[src/rtl/alu_sequencer.sv]
// Command-side driver for a combinational ALU: accept one command, hold ALU inputs, capture result, return it.
// Latency: legal opcode -> rsp_valid SETTLE_CYCLES+1 edges after accept (accept edge included); illegal -> next cycle.
// Backpressure: single outstanding command, no buffering; response held until rsp_ready, cmd_ready low meanwhile.
// Optional accumulator operand source enabled by defining macro ALU_SEQ_ACC_EN.
module alu_sequencer #(
    parameter int DATA_WIDTH    = 32,
    parameter int OPRN_WIDTH    = 6,
    parameter int SETTLE_CYCLES = 1
) (
    input  logic                  CLK,
    input  logic                  RST,
    input  logic                  cmd_valid,
    output logic                  cmd_ready,
    input  logic [DATA_WIDTH-1:0] cmd_op1,
    input  logic [DATA_WIDTH-1:0] cmd_op2,
    input  logic [OPRN_WIDTH-1:0] cmd_oprn,
    input  logic                  cmd_use_acc,
    output logic [DATA_WIDTH-1:0] alu_op1,
    output logic [DATA_WIDTH-1:0] alu_op2,
    output logic [OPRN_WIDTH-1:0] alu_oprn,
    input  logic [DATA_WIDTH-1:0] alu_result,
    output logic                  rsp_valid,
    input  logic                  rsp_ready,
    output logic [DATA_WIDTH-1:0] rsp_result,
    output logic                  rsp_err
);

    typedef enum logic [1:0] {
        IDLE   = 2'd0,
        SETTLE = 2'd1,
        RESP   = 2'd2
    } state_t;

    state_t          state;
    state_t          state_nxt;
    logic [3:0]      cnt;
    logic            legal;
    logic [DATA_WIDTH-1:0] op1_src;

    // Opcodes 0x01..0x09 are the only ones the ALU implements.
    assign legal = (cmd_oprn != '0) && (cmd_oprn <= OPRN_WIDTH'(9));

`ifdef ALU_SEQ_ACC_EN
    logic [DATA_WIDTH-1:0] acc;

    assign op1_src = cmd_use_acc ? acc : cmd_op1;

    // Accumulator tracks the last successfully computed result; error responses leave it alone.
    always_ff @(posedge CLK) begin
        if (RST) begin
            acc <= '0;
        end else if (state == SETTLE && cnt == 4'd0) begin
            acc <= alu_result;
        end
    end
`else
    logic unused_use_acc;

    assign unused_use_acc = cmd_use_acc;
    assign op1_src        = cmd_op1;
`endif

    // State register.
    always_ff @(posedge CLK) begin
        if (RST) begin
            state <= IDLE;
        end else begin
            state <= state_nxt;
        end
    end

    // Next-state and handshake outputs; cmd_ready only in IDLE so no accept overlaps a response handshake.
    always_comb begin
        state_nxt = state;
        cmd_ready = 1'b0;
        rsp_valid = 1'b0;
        case (state)
            IDLE: begin
                cmd_ready = 1'b1;
                if (cmd_valid) begin
                    state_nxt = legal ? SETTLE : RESP;
                end
            end
            SETTLE: begin
                if (cnt == 4'd0) begin
                    state_nxt = RESP;
                end
            end
            RESP: begin
                rsp_valid = 1'b1;
                if (rsp_ready) begin
                    state_nxt = IDLE;
                end
            end
            default: state_nxt = IDLE;
        endcase
    end

    // Datapath: ALU inputs move only on a legal accept; response fields move only on entry to RESP.
    always_ff @(posedge CLK) begin
        if (RST) begin
            alu_op1    <= '0;
            alu_op2    <= '0;
            alu_oprn   <= '0;
            rsp_result <= '0;
            rsp_err    <= 1'b0;
            cnt        <= 4'd0;
        end else begin
            case (state)
                IDLE: begin
                    if (cmd_valid) begin
                        if (legal) begin
                            alu_op1  <= op1_src;
                            alu_op2  <= cmd_op2;
                            alu_oprn <= cmd_oprn;
                            cnt      <= 4'(SETTLE_CYCLES - 1);
                        end else begin
                            rsp_result <= '0;
                            rsp_err    <= 1'b1;
                        end
                    end
                end
                SETTLE: begin
                    if (cnt != 4'd0) begin
                        cnt <= cnt - 4'd1;
                    end else begin
                        rsp_result <= alu_result;
                        rsp_err    <= 1'b0;
                    end
                end
                default: begin
                end
            endcase
        end
    end

endmodule

[config.mk]
export PLATFORM = sky130hd
export DESIGN_NAME = alu_sequencer
export DESIGN_NICKNAME = d
export VERILOG_FILES = /design/src/rtl/alu_sequencer.sv
export SDC_FILE = /design/constraint.sdc
export NUM_CORES = 1
export LEC_CHECK = 0
export CAP_MARGIN = 0
export CORE_MARGIN = 5
export CORE_UTILIZATION = 39
export DETAILED_ROUTE_END_ITERATION = 6
export GPL_TIMING_DRIVEN = 0
export PLACE_DENSITY_LB_ADDON = 0.05
export SLEW_MARGIN = 10
export SYNTH_ARGS = -nofsm -noshare
export SYNTH_HDL_FRONTEND = slang
export SYNTH_SLANG_ARGS = --single-unit
[constraint.sdc]
create_clock -name CLK -period 1.9 [get_ports CLK]
set_input_delay 0.19 -clock CLK [delete_from_list [all_inputs] [get_ports CLK]]
set_output_delay 0.19 -clock CLK [all_outputs]
set_load 0.1 [all_outputs]
Word level (Yosys, flattened, before mapping):

Index checks and enable logic that the tools add are counted.

* add/sub/neg operators: 1
* magnitude comparators: 1
* eq/ne operators: 9
* multiplexer cells: 19
* reductions and logical operators: 10

Operator list (number)
* $mux W32: 3
* $pmux W32 S2: 1
* $ne A2 B2 Y1 const B: 7
* $mux W4: 3
* $mux W2: 4
* $pmux W4 S2: 1
* $reduce_and A4 Y1: 2
* $le A6 B4 Y1 const B: 1
* $pmux W2 S3: 1
* $reduce_and A3 Y1: 2
* $reduce_bool A6 Y1: 1
* $mux W1: 5
* $logic_not A4 Y1: 1
* $reduce_bool A4 Y1: 1
* $sub A4 B1 Y4 const B: 1
* $eq A2 B1 Y1 const B: 1
* $eq A2 B2 Y1 const B: 1
* $logic_not A2 Y1: 1
* $pmux W1 S2: 1
* $reduce_bool A2 Y1: 1
* $logic_and A1 B1 Y1: 1

* register bits after elaboration: 109
* bits of input ports: 107
* output and inout bits: 105
* word-level logic and storage cells: 47

Longest topological paths before layout:

Gate-level depths: netlist of the first run.

* word-level depth: 5
* depth in mapped cells: 7
* depth with buffers taken out: 6

Worst setup path after synthesis of the first run:

Ideal clock, no wire load.

* path kind: reg-to-reg
* start: reg state[1]
* end: reg state[0]
* library setup time: 204 ps
* arrival: 2108 ps
* data required time: 1696 ps
* setup slack: -412 ps
* stages on the path, launching flop included: 3
* path buffers: 0
* clock period less this slack: 2312 ps
* path through: dfxtp_1 nor2b_1 a221oi_1

* word-level cells in the longest chain between the ends: 3
* elaborated cells between the ends (all ways): 8
* classes of those cells: 5 x eq/ne; 1 x mux; 2 x reduce/logical

RTL lines
* start, declared: line 34 `state_t state;`
* start signal, assigned: line 68 `state <= state_nxt;`
* $eq A2 B1 Y1, or another cell as far along: line 77 `case (state)`
* $ne A2 B2 Y1 (no line)
* $reduce_and A3 Y1 (no line)

Parallel ways exist; a longest one is shown, timed or not.
A chain may end at the register's enable or synchronous reset.

Worst setup path in the final report of the first run:

* start: reg rsp_result[4]
* end: out rsp_result[4]

RTL lines
* start, declared: line 24 `output logic [DATA_WIDTH-1:0] rsp_result,`
* start signal, assigned: line 127 `rsp_result <= alu_result;`

No word-level cell between the ends.

==> metrics.md, run 1 <==
| Metric | Value |
|---|---|
| Total via count after detailed routing | ~4000 |
| Maximum ir drop on the vdd rail | about 0.00040 V |
| Summed negative setup slack over all endpoints | 0 ns |
| Post-DP HPWL | 9.23 mm |
| Number of clock sinks seen by CTS | between 100 and 150 |
| Ratio of cells with drive above 1 in the final layout | roughly 7.4% |
| Final setup violation count | 0 |
| Count of warnings emitted by yosys | 0 |
| Ports placed on the boundary | 212 |
| Total routing resource utilization after global routing | 18.8% |
| Part of the total power dissipated in combinational logic | 17.9% |
| Routed vias/inst | roughly 4.6 |
| Maximum buffer depth of the clock tree | 2 |
| Pin count of the biggest net entering global routing | 18 |
| CP max stage delay | about 0.9 ns |
| Max-cap violations | 0 |
| Post-Synthesis Cells | about 490 |
| Internal Pwr Total | 0.00328 W |
| Sequential fraction of design power | between 50% and 60% |
| Remaining antenna violation count after routing | 0 |
| Clock-pin slew reported for the worst setup and hold paths after clock tree synthesis | around 0.11 ns |
| Total wire length | between 10 and 15 mm |
| DRC viols | 0 |
| Synth area leader | sky130_fd_sc_hd__dfxtp_1 |
| Pins over their slew limit | 0 |
| Critical path arrival | between 1.5 and 2 ns |
| Switch Pwr | ~0.0013 W |
| Antenna violations before repair | 0 |
| Gate family responsible for the most delay along the worst path | buffers and inverters |
| Post-synthesis sequential element count | roughly 110 |
| Required time reported for the critical path endpoint | roughly 1.7 ns |
| Final worst clock skew | 0.0182 ns |
| Antenna diode count | 0 |
| CTS tree | yes |
| Kind of launch point of the worst setup path | flop |
| Minimum period implied by the final worst setup slack | 1.80 ns |
| Placement Setup Slack | -0.323 ns |
| Count of cell types in the netlist | 32 |
| Leakage | around 2.7 nW |
| Worst skew pair latency | approximately 0.37 ns |
| Cell types with the largest area share after synthesis | sky130_fd_sc_hd__dfxtp_1 54%, sky130_fd_sc_hd__nand2_1 16%, sky130_fd_sc_hd__a21oi_1 8.7%, sky130_fd_sc_hd__nand2b_1 5.1%, sky130_fd_sc_hd__o21ai_0 3.0% |
| Dominant register cell in the synthesized netlist | sky130_fd_sc_hd__dfxtp_1 |
| Share of synthesized area occupied by flip-flops and latches | between 50% and 60% |
| Die X | about 110 um |
| Routed length per placed instance | roughly 14 um |
| Synthesized Nets | 600 |
| Slowest stage cell, crit path | sky130_fd_sc_hd__dlygate4sd2_1 |
| Initial cell density of the core | 39.4% |
| Placed standard-cell area | 6290 um^2 |
| Final cell area excluding filler cells | 6390 um^2 |
| Std-Cell Core Area | approximately 10000 um^2 |
| Setup repair after global routing missed its margin | no |
| Hold Vio Cnt, Final | 0 |
| Type of the setup path with the least slack | flop to output pin |
| Finished Core Util | 62.8% |
| Synthesized area | about 4000 um^2 |
| Net total in the final layout | 822 |
| Fraction of registers with async set or reset after synthesis | 0% |
| Run status | finished, final reports clean |
| Final period util | approximately 95% |
| Number of core rows | 37 |
| Number of synthesized flops with an enable pin | 0 |
| Element type at the critical path end | output pin |
| Die Outline Area | 12400 um^2 |
| DR iter-0 viols | about 190 |
| Clock share of power | 30.8% |
| Root buffer cell | sky130_fd_sc_hd__clkbuf_8 |
| Crit path buffers/inverters | 1 |
| Cells along the critical path | dlygate4sd2_1 |
| Top-count cell post-synth | sky130_fd_sc_hd__nand2_1 |
| Share of the synthesized area in the top cell type | between 50% and 60% |
| Overall power of the completed layout | around 0.0046 W |
| Fmax | between 500 and 600 MHz |
| Top cells by instance count after synthesis | 172 x sky130_fd_sc_hd__nand2_1, 109 x sky130_fd_sc_hd__dfxtp_1, 70 x sky130_fd_sc_hd__a21oi_1 |
| Maximum net fanout on the critical path | 2 |
| Min-Delay Path Class | primary input to flop |
| Gp weighted congestion | about 0.78 |
| Switching power share of the total | 28.4% |
| Port Buf Inserts | 210 |
| Least setup slack across all paths after layout | 0.104 ns |
| Area growth, synth to finish | 59.4% |
| Max-Slew Margin vs Limit | between 30% and 40% |
| Average cell area after synthesis | slightly above 8 um^2 |
| Number of buffers created by CTS | 9 |
| # H-tree levels | 3 |
| Die outline height | approximately 110 um |
| Worst Tran Pin Value | 1.02 ns |
| Overall overflow remaining after global route | 0 |
| First-pass GRT wire length | about 19 mm |
| Number of iterations in the first detailed-routing pass | 4 |
| P per Cell Area | ~700 nW/um^2 |
| Vias in the first global route | 3909 |
## cells in the final DEF, fill, tap and decap left out, drive strengths merged, types with 2 or more instances in the layout
| cell type | n |
|---|---|
| dfxtp | 109 |
| nand2b | 33 |
| nor3 | 2 |
| clkdlybuf4s50 | 105 |
| nor3b | 4 |
| a31oi | 2 |
| nand2 | 172 |
| nand3 | 5 |
| o21ai | 34 |
| clkbuf | 23 |
| ha | 2 |
| or3 | 2 |
| clkinv | 3 |
| a21oi | 70 |
| nor2 | 3 |
| o31ai | 2 |
| nor2b | 2 |
| inv | 4 |
| dlygate4sd2 | 103 |
| buf | 24 |
## repair_timing
action | 4_1_cts | 5_1_grt
endpoints found under the setup margin | 142 | 102
pin swaps | 1 | 2
hold buffers | 0 | 0
gates resized for setup | 111 | 13
buffers inserted | 0 | 2
## through the flow
step / hold slack, ns / cells
4_1_cts: 0.347 / 852
3_3_place_gp: 0.441 / 837
5_1_grt: 0.340 / 854
2_1_floorplan: 0.299 / 491
3_5_place_dp: 0.446 / 837
6_report: 0.363 / 854
## registers in the layout, summed over array words and instances (netlist names)
name,cells
alu_op1,32
alu_oprn,6
alu_op2,32
rsp_result,32
rsp_err,1
cnt,4
state,2
## logic make-up after synthesis
family / synth area share (%)
compound gates: 14.8
fa+ha+maj: 0.624
buf+inv: 4.68
simple gates: 25.2
mux: 0.250
flops: 54.4
## power by group through the flow
stage               Clock (W)  Combinational (W)  Sequential [W]
detailed placement          0           0.000854         0.00241
global route          0.00157           0.000866         0.00236
floorplan                   0           0.000191         0.00270
CTS                   0.00147           0.000828         0.00235
finish                0.00141           0.000821         0.00235
global placement            0           0.000848         0.00240
## per-layer routing
metal / share of wire, % / wire length, um / global-route usage, % / up-vias
li1: - / - / - / 2033
met1: 43 / 5100 / 22.5 / 1782
met2: 47 / 5560 / 30.9 / 133
met3: 9.2 / 1110 / 8.21 / 14
met4: 1.5 / 183 / 5.43 / 0
met5: 0 / 0 / 0 / -
## worst paths after layout
| kind | start | endpoint | slack (ns) | depth (start not counted) |
|---|---|---|---|---|
| min | cmd_op1[6] | alu_op1[6] | 0.36 | 3 |
| max reg2reg | cnt[1] | rsp_result[26] | 0.19 | 7 |
| max | rsp_result[4] | rsp_result[4] | 0.10 | 1 |
| min reg2reg | alu_op2[14] | alu_op2[14] | 0.45 | 2 |
## area by class of cell
cell class | instances | area [um^2]
fillers | 930 | 3790
flip-flops and latches | 109 | 2180
repair buffers | 212 | 1980
multi-input cells | 344 | 1660
plain buffers | 33 | 179
well taps | 136 | 170
clock buffers | 11 | 141
clock inverters | 5 | 60.1
inverters | 4 | 15.0
No activity file was read; power rests on OpenSTA's default activity.
==> inputs of run 2 (changes only) <==
CORE_UTILIZATION = 35   (was 39)
clock period = 2.2 ns   (was 1.9 ns; I/O delays follow)
==> run 2 against run 1 <==
Net effect: non-clock buffer count fell by 1; sequential share of layout area down 0.95 points; clock power is 9% higher; sequential power down 14%; via count barely moved; final cell count rose by 0.70%; hold slack better by 0.058 ns; flip-flop and latch count is the same; setup slack got worse by 0.030 ns; clock-buffer cell count is 2 higher.
==> metrics.md, run 2 (same netlist as run 1, synthesis figures left out) <==
| Metric | Value |
|---|---|
| Run status | finished, final reports clean |
| Sequential fraction of design power | ~47% |
| Overall power of the completed layout | roughly 0.0043 W |
| Worst skew pair latency | about 0.34 ns |
| Critical path arrival | between 1.5 and 2 ns |
| Antenna violations before repair | 0 |
| Required time reported for the critical path endpoint | around 2.0 ns |
| Clock share of power | 35.7% |
| Leakage | 2.24 nW |
| Area growth, synth to finish | 63.9% |
| Post-DP HPWL | ~9 mm |
| Remaining antenna violation count after routing | 0 |
| Capture point of the worst reg-to-reg path | rsp_result[4] |
| Fmax | 470 MHz |
| Max-cap violations | 0 |
| Worst hold margin | 0.421 ns |
| Worst Hold End | alu_op2[26] |
| Net total in the final layout | 821 |
| Most common cell after layout, fill and taps aside | sky130_fd_sc_hd__clkdlybuf4s50_1 |
| Final setup violation count | 0 |
| Pin count of the biggest net entering global routing | 17 |
| Min-Delay Path Class | primary input to flop |
| Overall overflow remaining after global route | 0 |
| Root buffer cell | sky130_fd_sc_hd__clkbuf_16 |
| Cell Count Post-Placement | around 840 |
| Number of buffers created by CTS | 9 |
| Setup repair after global routing missed its margin | no |
| Ports placed on the boundary | 212 |
| CTS tree | yes |
| Final worst clock skew | 0.00846 ns |
| Hold Vio Cnt, Final | 0 |
| Hold Path Cell Cnt | 3 |
| Clock-pin slew reported for the worst setup and hold paths after clock tree synthesis | around 0.07 ns |
| Hold-fix buffers at CTS | 0 |
| Finished Layout Cells | 860 |
| Number of gates given a new drive strength after cts | 2 |
| Worst Tran Pin Value | between 1 and 1.5 ns |
| Total via count after detailed routing | roughly 4000 |
| Number of core rows | 39 |
| Die Outline Area | around 14000 um^2 |
| Final period util | 96.7% |
| Worst Min Path Start | cmd_op2[26] |
| Maximum buffer depth of the clock tree | 2 |
| Internal Pwr Total | roughly 0.0031 W |
| First-pass GRT wire length | 18.4 mm |
| Total wire length | around 12 mm |
| Antenna diode count | 0 |
| Switch Pwr | 0.00116 W |
| # H-tree levels | 3 |
| P per Cell Area | around 650 nW/um^2 |
| Maximum net fanout on the critical path | 8 |
| Switching power share of the total | 27.1% |
| Part of the total power dissipated in combinational logic | 17.0% |
| Pins over their slew limit | 0 |
| R2r worst-path depth | 7 |
| Max-Slew Margin vs Limit | between 30% and 40% |
| Die X | ~120 um |
| Die outline height | approximately 120 um |
| Element type at the critical path end | output pin |
| Kind of launch point of the worst setup path | flop |
| Std-Cell Core Area | ~11000 um^2 |
| Type of the setup path with the least slack | flop to output pin |
| Register-to-register setup slack | approximately 0.32 ns |
| Minimum period implied by the final worst setup slack | approximately 2.1 ns |
| Top library cells by usage in the layout, fill and taps aside | 208 x sky130_fd_sc_hd__clkdlybuf4s50_1, 172 x sky130_fd_sc_hd__nand2_1, 109 x sky130_fd_sc_hd__dfxtp_1 |
| Routed length per placed instance | 13.9 um |
| Number of buffers added for setup after CTS | 0 |
| Ratio of cells with drive above 1 in the final layout | 5.86% |
| Number of clock sinks seen by CTS | around 110 |
| Port Buf Inserts | 210 |
| Maximum ir drop on the vdd rail | approximately 0.00046 V |
| DRC viols | 0 |
| Number of iterations in the first detailed-routing pass | 4 |
| Biggest registers after layout | alu_op1: 32 flops, alu_op2: 32 flops, rsp_result: 32 flops |
| Routed vias/inst | ~4.6 |
| DR iter-0 viols | between 200 and 250 |
| Reg2reg start | cnt[0] |
| Vias in the first global route | approximately 3800 |
| Gp weighted congestion | 0.769 |
| Initial cell density of the core | 35.4% |
| Total routing resource utilization after global routing | around 17% |
[run 2: worst max-delay path by stage]
stage          slack (ns)     endpoint  cells after the start        start
2_1_floorplan        0.47     state[0]                      2     state[1]
3_3_place_gp        -0.03       cnt[2]                      6  cmd_oprn[0]
3_5_place_dp        -0.06  alu_op2[11]                      5          RST
4_1_cts              0.02    rsp_valid                      2     state[1]
5_1_grt             0.005    rsp_valid                      2     state[1]
6_report             0.07    rsp_valid                      2     state[1]
[run 2: per-layer routing]
metal / track usage, % / part of all wire, % / up-vias
met2: 28.2 / 47 / 140
met1: 20.5 / 42 / 1776
met5: 0 / 0 / -
met3: 5.66 / 9.4 / 10
li1: - / - / 2039
met4: 6.73 / 1.3 / 0
[run 2: metrics by stage]
step	setup TNS, ns	utilization [%]	setup slack (ns)	cell area (um^2)
after floorplan	0	-	0.472	4020
after CTS	0	58.1	0.0189	6580
after global placement	-0.139	55.6	-0.0300	6300
after detailed placement	-1.59	55.6	-0.0603	6300
final	0	58.1	0.0732	6580
after global routing	0	58.1	0.00504	6580
[run 2: power groups by stage]
stage	clock network (W)	registers (W)	logic, W
after floorplan	0	0.00234	0.000165
after global routing	0.00168	0.00204	0.000768
after CTS	0.00159	0.00203	0.000736
after global placement	0	0.00208	0.000732
after detailed placement	0	0.00208	0.000736
final	0.00153	0.00203	0.000728
[run 2: cell type report]
| type | instances | area, um^2 |
|---|---|---|
| Buffer | 34 | 173 |
| Clock buffer | 13 | 260 |
| Clock inverter | 3 | 20.0 |
| Fill cell | 1067 | 4740 |
| Inverter | 4 | 15.0 |
| Multi-Input combinational cell | 344 | 1650 |
| Sequential cell | 109 | 2180 |
| Tap cell | 143 | 179 |
| Timing Repair Buffer | 210 | 2100 |
[run 2: worst max-delay path: stages (launching register included)]
cell                              delay, ns
sky130_fd_sc_hd__dfxtp_1               0.50
sky130_fd_sc_hd__nor2b_2               0.22
sky130_fd_sc_hd__clkdlybuf4s15_1       0.85
==> inputs of run 3 (changes only) <==
PLACE_DENSITY_LB_ADDON = 0.08   (was 0.05)
==> run 3 against run 2 <==
Net effect: final cell count unchanged; register-to-register slack got worse by 0.04 ns; die area is the same; maximum frequency grew 2.8%; clock-buffer cell count shrank 2; flip-flop and latch count did not move; total power rose by 3.3%; hold slack lost 0.0055 ns; routed wire length increased by 1.4%; combinational power is essentially flat; critical path type unchanged; critical endpoint is now alu_oprn[0]; largest cell class unchanged.
==> metrics.md, run 3 (same netlist as run 1, synthesis figures left out) <==
| Metric | Value |
|---|---|
| Biggest registers after layout | alu_op1: 32 flops, alu_op2: 32 flops, rsp_result: 32 flops |
| CP max stage delay | ~1.2 ns |
| R2r worst-path depth | 7 |
| GRT met3 Usage | between 6 and 7% |
| Port Buf Inserts | 210 |
| CTS tree | yes |
| Worst Tran Pin Value | around 1.0 ns |
| Reg2reg start | cnt[0] |
| Antenna violations before repair | 0 |
| Number of gates on the worst path with buffers counted | 1 |
| P per Cell Area | 671 nW/um^2 |
| Slowest stage cell, crit path | sky130_fd_sc_hd__clkdlybuf4s50_1 |
| Total via count after detailed routing | 3924 |
| Routed vias/inst | approximately 4.6 |
| Ports placed on the boundary | around 210 |
| Antenna diode count | 0 |
| Std-Cell Core Area | 11300 um^2 |
| Kind of launch point of the worst setup path | flop |
| Element type at the critical path end | output pin |
| Net total in the final layout | around 820 |
| Final period util | 94.1% |
| Total wire length | ~12 mm |
| Leakage | 2.26 nW |
| Max-Slew Margin vs Limit | between 30% and 40% |
| Met1 usage in global routing | roughly a fifth |
| Fill cell total of the finished layout | about 1100 |
| Placement Setup Slack | -0.139 ns |
| Met2 usage | a little over a quarter |
| Clock-pin slew reported for the worst setup and hold paths after clock tree synthesis | roughly 0.070 ns |
| Top library cells by usage in the layout, fill and taps aside | 208 x sky130_fd_sc_hd__clkdlybuf4s50_1, 172 x sky130_fd_sc_hd__nand2_1, 109 x sky130_fd_sc_hd__dfxtp_1 |
| # H-tree levels | 3 |
| Routed length per placed instance | about 14 um |
| Root buffer cell | sky130_fd_sc_hd__clkbuf_16 |
| Required time reported for the critical path endpoint | approximately 2.0 ns |
| Worst hold margin | between 0.4 and 0.5 ns |
| Crit path buffers/inverters | 1 |
| DR iter-0 viols | 216 |
| Number of clock sinks seen by CTS | roughly 110 |
| Maximum net fanout on the critical path | 2 |
| Ratio of cells with drive above 1 in the final layout | under 10% |
| Hold-fix buffers at CTS | 0 |
| Routing layer with the top usage in global route | met2 |
| Hold Path Cell Cnt | 3 |
| Hold Vio Cnt, Final | 0 |
| Most common cell after layout, fill and taps aside | sky130_fd_sc_hd__clkdlybuf4s50_1 |
| Number of core rows | 39 |
| Register-to-register setup slack | 0.28 ns |
| Area growth, synth to finish | 64.6% |
| Finished Layout Cells | 860 |
| Worst Min Path Start | cmd_op2[22] |
| Total routing resource utilization after global routing | between 10% and 20% |
| Critical path arrival | approximately 1.9 ns |
| Pin count of the biggest net entering global routing | 18 |
| Final setup violation count | 0 |
| Cell Count Post-Placement | around 840 |
| Maximum ir drop on the vdd rail | 0.000465 V |
| Finished Core Util | between 50 and 60% |
| Remaining antenna violation count after routing | 0 |
| Capture point of the worst reg-to-reg path | rsp_result[8] |
| Initial cell density of the core | between 30% and 40% |
| Crit path launch | alu_oprn[0] |
| Gp weighted congestion | around 0.76 |
| Vias in the first global route | 3775 |
| DRC viols | 0 |
| Run status | finished, final reports clean |
| Maximum buffer depth of the clock tree | 2 |
| Overall overflow remaining after global route | 0 |
| Worst Hold End | alu_op2[22] |
| Setup repair after global routing missed its margin | no |
| Pins over their slew limit | 0 |
| Final worst clock skew | between 0.008 and 0.009 ns |
| Post-DP HPWL | a little over 9 mm |
| Worst skew pair latency | ~0.35 ns |
| Least setup slack across all paths after layout | about 0.13 ns |
| First-pass GRT wire length | about 18 mm |
| Die outline height | around 120 um |
| Cells along the critical path | clkdlybuf4s50_1 |
| Number of iterations in the first detailed-routing pass | 4 |
| Fmax | approximately 480 MHz |
| Gate family responsible for the most delay along the worst path | buffers and inverters |
| Min-Delay Path Class | primary input to flop |
| Die Outline Area | roughly 14000 um^2 |
| Minimum period implied by the final worst setup slack | around 2.1 ns |
| Die X | ~120 um |
| Max-cap violations | 0 |
| Number of buffers created by CTS | 9 |
| Type of the setup path with the least slack | flop to output pin |
## run 3: how the worst max path moves through the flow
stage | to | slack [ns]
after floorplan | state[0] | 0.47
after detailed placement | alu_op1[15] | -0.14
after CTS | rsp_valid | 0.02
after global placement | alu_op1[17] | -0.06
after global routing | alu_op2[16] | 0.05
final | alu_oprn[0] | 0.13
## run 3: stage by stage
| step | power, W | area, um^2 | TNS (ns) |
|---|---|---|---|
| after floorplan | 0.00250 | 4020 | 0 |
| after global placement | 0.00281 | 6300 | -1.92 |
| after detailed placement | 0.00281 | 6300 | -5.69 |
| after CTS | 0.00448 | 6610 | 0 |
| after global routing | 0.00461 | 6600 | 0 |
| final | 0.00443 | 6600 | 0 |
## run 3: repair_timing
item | 4_1_cts | 5_1_grt
gates cloned | 0 | 0
gates resized for setup | 2 | 2
pin swaps | 0 | 0
buffers inserted | 0 | 0
endpoints found under the setup margin | 2 | 1
## run 3: worst register-to-register path: cells and delay by family, from the launching register on
family	cells	cell delay [ns]
buffers and inverters	2	0.30
AND/OR/NAND/NOR	2	0.51
AO/OA/AOI/OAI	2	0.51
adder cells (fa/ha/maj)	1	0.17
flip-flops	1	0.31
## run 3: layout make-up
cell class              instances  area (um^2)  share of cell area [%]
clock buffers                  11          253                    3.83
multi-input cells             344         1650                    24.9
repair buffers                210         2100                    31.7
clock inverters                 5         58.8                   0.891
plain buffers                  34          173                    2.62
well taps                     143          179                    2.71
flip-flops and latches        109         2180                    33.0
inverters                       4         15.0                   0.227
## run 3: metal layers
metal  up-vias  part of all wire [%]
met5         -                     0
li1       2042                     -
met2       132                    46
met1      1735                    42
met4         0                   2.1
met3        15                    10
## run 3: where the power goes
group	switching [W]	internal, W
Clock	0.000722	0.000945
Sequential	0.0000220	0.00201
Combinational	0.000445	0.000284
